`config.mk`:
```
export PLATFORM = sky130hd
export DESIGN_NAME = msf_bram_write_scheduler
export DESIGN_NICKNAME = d
export VERILOG_FILES = /design/src/rtl/msf_bram_write_scheduler.sv
export SDC_FILE = /design/constraint.sdc
export NUM_CORES = 1
export LEC_CHECK = 0
export CAP_MARGIN = 20
export CORE_MARGIN = 5
export CORE_UTILIZATION = 30
export CTS_BUF_LIST = sky130_fd_sc_hd__clkbuf_2 sky130_fd_sc_hd__clkbuf_4 sky130_fd_sc_hd__clkbuf_8
export CTS_CLUSTER_SIZE = 10
export DETAILED_ROUTE_END_ITERATION = 6
export HOLD_SLACK_MARGIN = 0.12
export PLACE_DENSITY = 0.65
export SYNTH_ARGS = -nofsm -noshare
export SYNTH_HDL_FRONTEND = slang
export SYNTH_SLANG_ARGS = --single-unit
```
`constraint.sdc`:
```
create_clock -name clk -period 2.9 [get_ports clk]
set_input_delay 0.58 -clock clk [delete_from_list [all_inputs] [get_ports clk]]
set_output_delay 0.58 -clock clk [all_outputs]
set_load 0.02 [all_outputs]
```
`src/rtl/msf_bram_write_scheduler.sv`:
```
// Shared BRAM write-port scheduler for the MSF decode path: arbitrates sample and
// minute-buffer writes, manages ping-pong banks and the PS minute-frame handshake.
module msf_bram_write_scheduler #(
  parameter int ADDR_W   = 11,
  parameter int SEC_BASE = 0,
  parameter int MIN_BASE = 1024
) (
  input  logic              clk,
  input  logic              rst,
  input  logic              one_sec_marker,
  input  logic              sec_req,
  input  logic [8:0]        sec_addr,
  input  logic [31:0]       sec_data,
  input  logic              min_req,
  input  logic [5:0]        min_second,
  input  logic [31:0]       min_data,
  input  logic              min_last,
  input  logic              frame_ack,
  output logic              bram_en,
  output logic [3:0]        bram_we,
  output logic [ADDR_W-1:0] bram_addr,
  output logic [31:0]       bram_din,
  output logic              sec_bank,
  output logic              min_bank,
  output logic              frame_bank,
  output logic              frame_ready,
  output logic              frame_overrun,
  output logic [15:0]       drop_count
);

  typedef enum logic [1:0] {IDLE, WRITE_MIN, WRITE_SEC, COMMIT} state_t;

  state_t      state, state_next;

  logic        sec_pend;
  logic        sec_pend_bank;
  logic [8:0]  sec_pend_addr;
  logic [31:0] sec_pend_data;

  logic        min_pend;
  logic        min_pend_bank;
  logic        min_pend_last;
  logic [5:0]  min_pend_second;
  logic [31:0] min_pend_data;

  logic        sec_writing, min_writing;
  logic        sec_avail, min_avail;

  assign sec_writing = (state == WRITE_SEC);
  assign min_writing = (state == WRITE_MIN);

  // A request arriving this cycle counts as pending so the write lands next cycle.
  assign sec_avail = sec_req | (sec_pend & ~sec_writing);
  assign min_avail = min_req | (min_pend & ~min_writing);

  always_comb begin
    state_next = state;
    case (state)
      IDLE, COMMIT: begin
        if (min_avail)      state_next = WRITE_MIN;
        else if (sec_avail) state_next = WRITE_SEC;
        else                state_next = IDLE;
      end
      WRITE_MIN: begin
        if (min_pend_last)  state_next = COMMIT;
        else if (sec_avail) state_next = WRITE_SEC;
        else                state_next = IDLE;
      end
      WRITE_SEC: begin
        if (min_avail)      state_next = WRITE_MIN;
        else if (sec_avail) state_next = WRITE_SEC;
        else                state_next = IDLE;
      end
      default: state_next = IDLE;
    endcase
  end

  // Strobe is masked during reset so a write in flight is abandoned immediately.
  always_comb begin
    bram_en   = 1'b0;
    bram_we   = 4'h0;
    bram_addr = '0;
    bram_din  = '0;
    if (!rst) begin
      case (state)
        WRITE_MIN: begin
          bram_en   = 1'b1;
          bram_we   = 4'hF;
          bram_addr = ADDR_W'(MIN_BASE + int'({min_pend_bank, min_pend_second}));
          bram_din  = min_pend_data;
        end
        WRITE_SEC: begin
          bram_en   = 1'b1;
          bram_we   = 4'hF;
          bram_addr = ADDR_W'(SEC_BASE + int'({sec_pend_bank, sec_pend_addr}));
          bram_din  = sec_pend_data;
        end
        default: ;
      endcase
    end
  end

  always_ff @(posedge clk) begin
    if (rst) begin
      state           <= IDLE;
      sec_pend        <= 1'b0;
      sec_pend_bank   <= 1'b0;
      sec_pend_addr   <= '0;
      sec_pend_data   <= '0;
      min_pend        <= 1'b0;
      min_pend_bank   <= 1'b0;
      min_pend_last   <= 1'b0;
      min_pend_second <= '0;
      min_pend_data   <= '0;
      sec_bank        <= 1'b0;
      min_bank        <= 1'b0;
      frame_bank      <= 1'b0;
      frame_ready     <= 1'b0;
      frame_overrun   <= 1'b0;
      drop_count      <= '0;
    end else begin
      state <= state_next;

      if (sec_req) begin
        sec_pend      <= 1'b1;
        sec_pend_bank <= sec_bank;
        sec_pend_addr <= sec_addr;
        sec_pend_data <= sec_data;
        if (sec_pend && !sec_writing && drop_count != 16'hFFFF)
          drop_count <= drop_count + 16'd1;
      end else if (sec_writing) begin
        sec_pend <= 1'b0;
      end

      if (min_req) begin
        min_pend        <= 1'b1;
        min_pend_bank   <= min_bank;
        min_pend_second <= min_second;
        min_pend_data   <= min_data;
        min_pend_last   <= min_last;
      end else if (min_writing) begin
        min_pend <= 1'b0;
      end

      if (one_sec_marker)
        sec_bank <= ~sec_bank;

      // Commit takes precedence over a coincident ack.
      if (state == COMMIT) begin
        frame_bank  <= min_bank;
        min_bank    <= ~min_bank;
        frame_ready <= 1'b1;
        if (frame_ready && !frame_ack)
          frame_overrun <= 1'b1;
      end else if (frame_ack) begin
        frame_ready <= 1'b0;
      end
    end
  end

endmodule

```
==> impl_metrics.env <==
export IMPL_status="finished, final reports clean"
export IMPL_grt_use_total_pct=14.5
export IMPL_synth_cells=508
export IMPL_placeableCoreArea_um2=15200
export IMPL_dieArea_um2=18100
export IMPL_ys_types=38
export IMPL_portBuffers=154
export IMPL_dr_first_iter_drc_count=219
export IMPL_cp_required_ns=2.32
export IMPL_overflow=0
export IMPL_drv_slew=0
export IMPL_num_vias=4093
export IMPL_post_route_util_pct=42.6
export IMPL_grt_max_degree=69
export IMPL_std_cell_rows=45
export IMPL_clock_skew_ns=0.0133
export IMPL_async_flop_share_pct=0
export IMPL_dr_pass1_iters=4
export IMPL_powerDensity_nw_per_um2=448
export IMPL_cp_end_kind="primary output"
export IMPL_yosysWarnings=0
export IMPL_cts_sinks=107
export IMPL_first_global_vias=4127
export IMPL_seq_area_frac_synth_pct=46.1
export IMPL_hold_viol_final=0
export IMPL_worst_slew_pin_slew_ns=0.796
export IMPL_fin_ws_ns=0.117
export IMPL_fin_nets=732
export IMPL_clock_latency_ns=0.38
export IMPL_die_y_um=134
export IMPL_maxCapViolCount=0
export IMPL_clockRootBuffer="clkbuf_8"
export IMPL_drc=0
export IMPL_max_clock_freq_mhz=359
export IMPL_place_inst=818
export IMPL_start_util_pct=30.5
export IMPL_dpl_worst_slack_ns=0.119
export IMPL_hold_slack_ns=0.481
export IMPL_ant_nets=0
export IMPL_cts_buffer_depth=2
export IMPL_dp_hpwl_mm=9.30
export IMPL_area_growth_pct=39.4
export IMPL_layoutNonFillerInstCount=831
export IMPL_cts_resized=26
export IMPL_crit_fanout=17
export IMPL_setup_viol=0
export IMPL_ff2ff_setup_slack_ns=0.58
export IMPL_die_x_um=134
export IMPL_synth_area_um2=4640
export IMPL_rsz0062_at_grt="false"
export IMPL_p_leak_nw=2.80
export IMPL_layout_drive_gt1_share_pct=6.07
export IMPL_synth_edff_count=0
export IMPL_post_route_period_util_pct=96.0
export IMPL_setup_tns_ns=0
export IMPL_h_tree_depth=3
export IMPL_clkTransAtPathRegs_ns=0.09
export IMPL_wl_per_cell_um=15.9
export IMPL_final_common_cell="nor2_1"
export IMPL_cts_tree="yes"
export IMPL_yosysTopAreaCell="dfxtp_1"
export IMPL_routed_wl_mm=13.2
export IMPL_avgSynthCellArea_um2=9.14
export IMPL_ys_ff_latch=107
export IMPL_relSlewSlack_pct=46.9
export IMPL_synth_top_area_share_pct=46.1
export IMPL_vias_per_cell=4.93
export IMPL_post_cts_setup_buffers=0
export IMPL_synthTopCellsByArea="dfxtp_1, mux2i_1, nor2_1"
export IMPL_ir_worst_vdd_v=0.000299
export IMPL_grt_pass1_wl_mm=21.3
export IMPL_critical_path_class="reg -> out"
export IMPL_layout_min_cycle_time_ns=2.78
export IMPL_hold_path_class="reg -> reg"
export IMPL_synth_flop_cell="dfxtp_1"
export IMPL_synth_nets=599
export IMPL_ios=155
export IMPL_hold_buffers=0
export IMPL_arrival_ns=2.20
export IMPL_antenna_found_initial=0
export IMPL_layout_common_cells="nor2_1, clkdlybuf4s50_1, dfxtp_1"
export IMPL_cp_start_kind="flop"
export IMPL_cts_buffers=9
export IMPL_gp_congestion=0.798
export IMPL_n_antenna_cell=0
-- final timing paths --
| kind | startpoint | to | cells past startpoint |
|---|---|---|---|
| worst max-delay path | state[0] | bram_we[3] | 5 |
| worst min-delay path | frame_overrun | frame_overrun | 2 |
| worst max register to register | state[0] | drop_count[9] | 7 |
| worst min register to register | frame_overrun | frame_overrun | 2 |
-- worst max-delay path, cell delays in order, from the launching register on --
cell and delay (ns):
dfxtp_1 0.40, inv_1 0.06, ha_2 0.26, or2_4 0.33
inv_1 0.14, clkdlybuf4s50_1 0.62
-- state kept, by name (all words and copies together), names as in the netlist --
register / flops
sec_pend_addr: 9
drop_count: 16
frame_overrun: 1
sec_pend: 1
min_bank: 1
min_pend_second: 6
sec_bank: 1
frame_ready: 1
frame_bank: 1
sec_pend_bank: 1
min_pend_data: 32
min_pend: 1
min_pend_last: 1
state: 2
sec_pend_data: 32
min_pend_bank: 1
-- logic make-up after synthesis --
kind of cell	Yosys count	share of synthesized area, %
fa+ha+maj	5	1.35
flops	107	46.1
xor+xnor	2	0.377
compound gates	60	9.30
simple gates	193	18.3
buf+inv	48	4.26
mux	93	20.3
-- synthesized netlist by cell type (2+ instances only) --
cell / n
nand3b_1: 2
ha_1: 5
clkbuf_1: 27
a31oi_1: 4
nand2_1: 8
nand3_1: 2
buf_4: 4
nor2_1: 143
and4_1: 2
mux2i_1: 84
o31ai_1: 3
nor3_1: 3
and2_1: 4
a21oi_1: 7
and3_1: 5
nor4_1: 3
mux2_2: 9
xnor2_1: 2
buf_1: 9
nand2b_1: 2
o21bai_1: 3
nor2b_1: 11
a22oi_1: 39
dfxtp_1: 107
inv_1: 6
nor4b_1: 2
-- cell type report --
cell class                      instances  area, um2
Clock buffer                           11        145
Clock inverter                          2       15.0
Fill cell                            1449       8730
Inverter                                6       22.5
Multi-Input combinational cell        353       2310
Sequential cell                       107       2140
Tap cell                              188        235
Timing Repair Buffer                  164       1600
-- report_power, final --
group | leakage (nW) | switching [W] | internal (W)
combinational | 1.85 | 0.000239 | 0.000247
sequential | 0.880 | 0.0000436 | 0.00154
clock | 0.0768 | 0.000496 | 0.000332
-- routing by layer --
metal / up-vias / track usage, % / wire length, um
met4: 0 / 4.30 / 176
met3: 12 / 4.73 / 825
met5: - / 0 / 0
met1: 1956 / 18.1 / 5830
met2: 123 / 24.0 / 6410
li1: 2002 / - / -
-- through the flow --
step                cell area [um2]  total power, W
finish                         6470         0.00290
detailed placement             6320         0.00212
floorplan                      4640         0.00188
CTS                            6460         0.00295
global route                   6470         0.00304
global placement               6320         0.00210
Power figures use the tool's default switching activity.
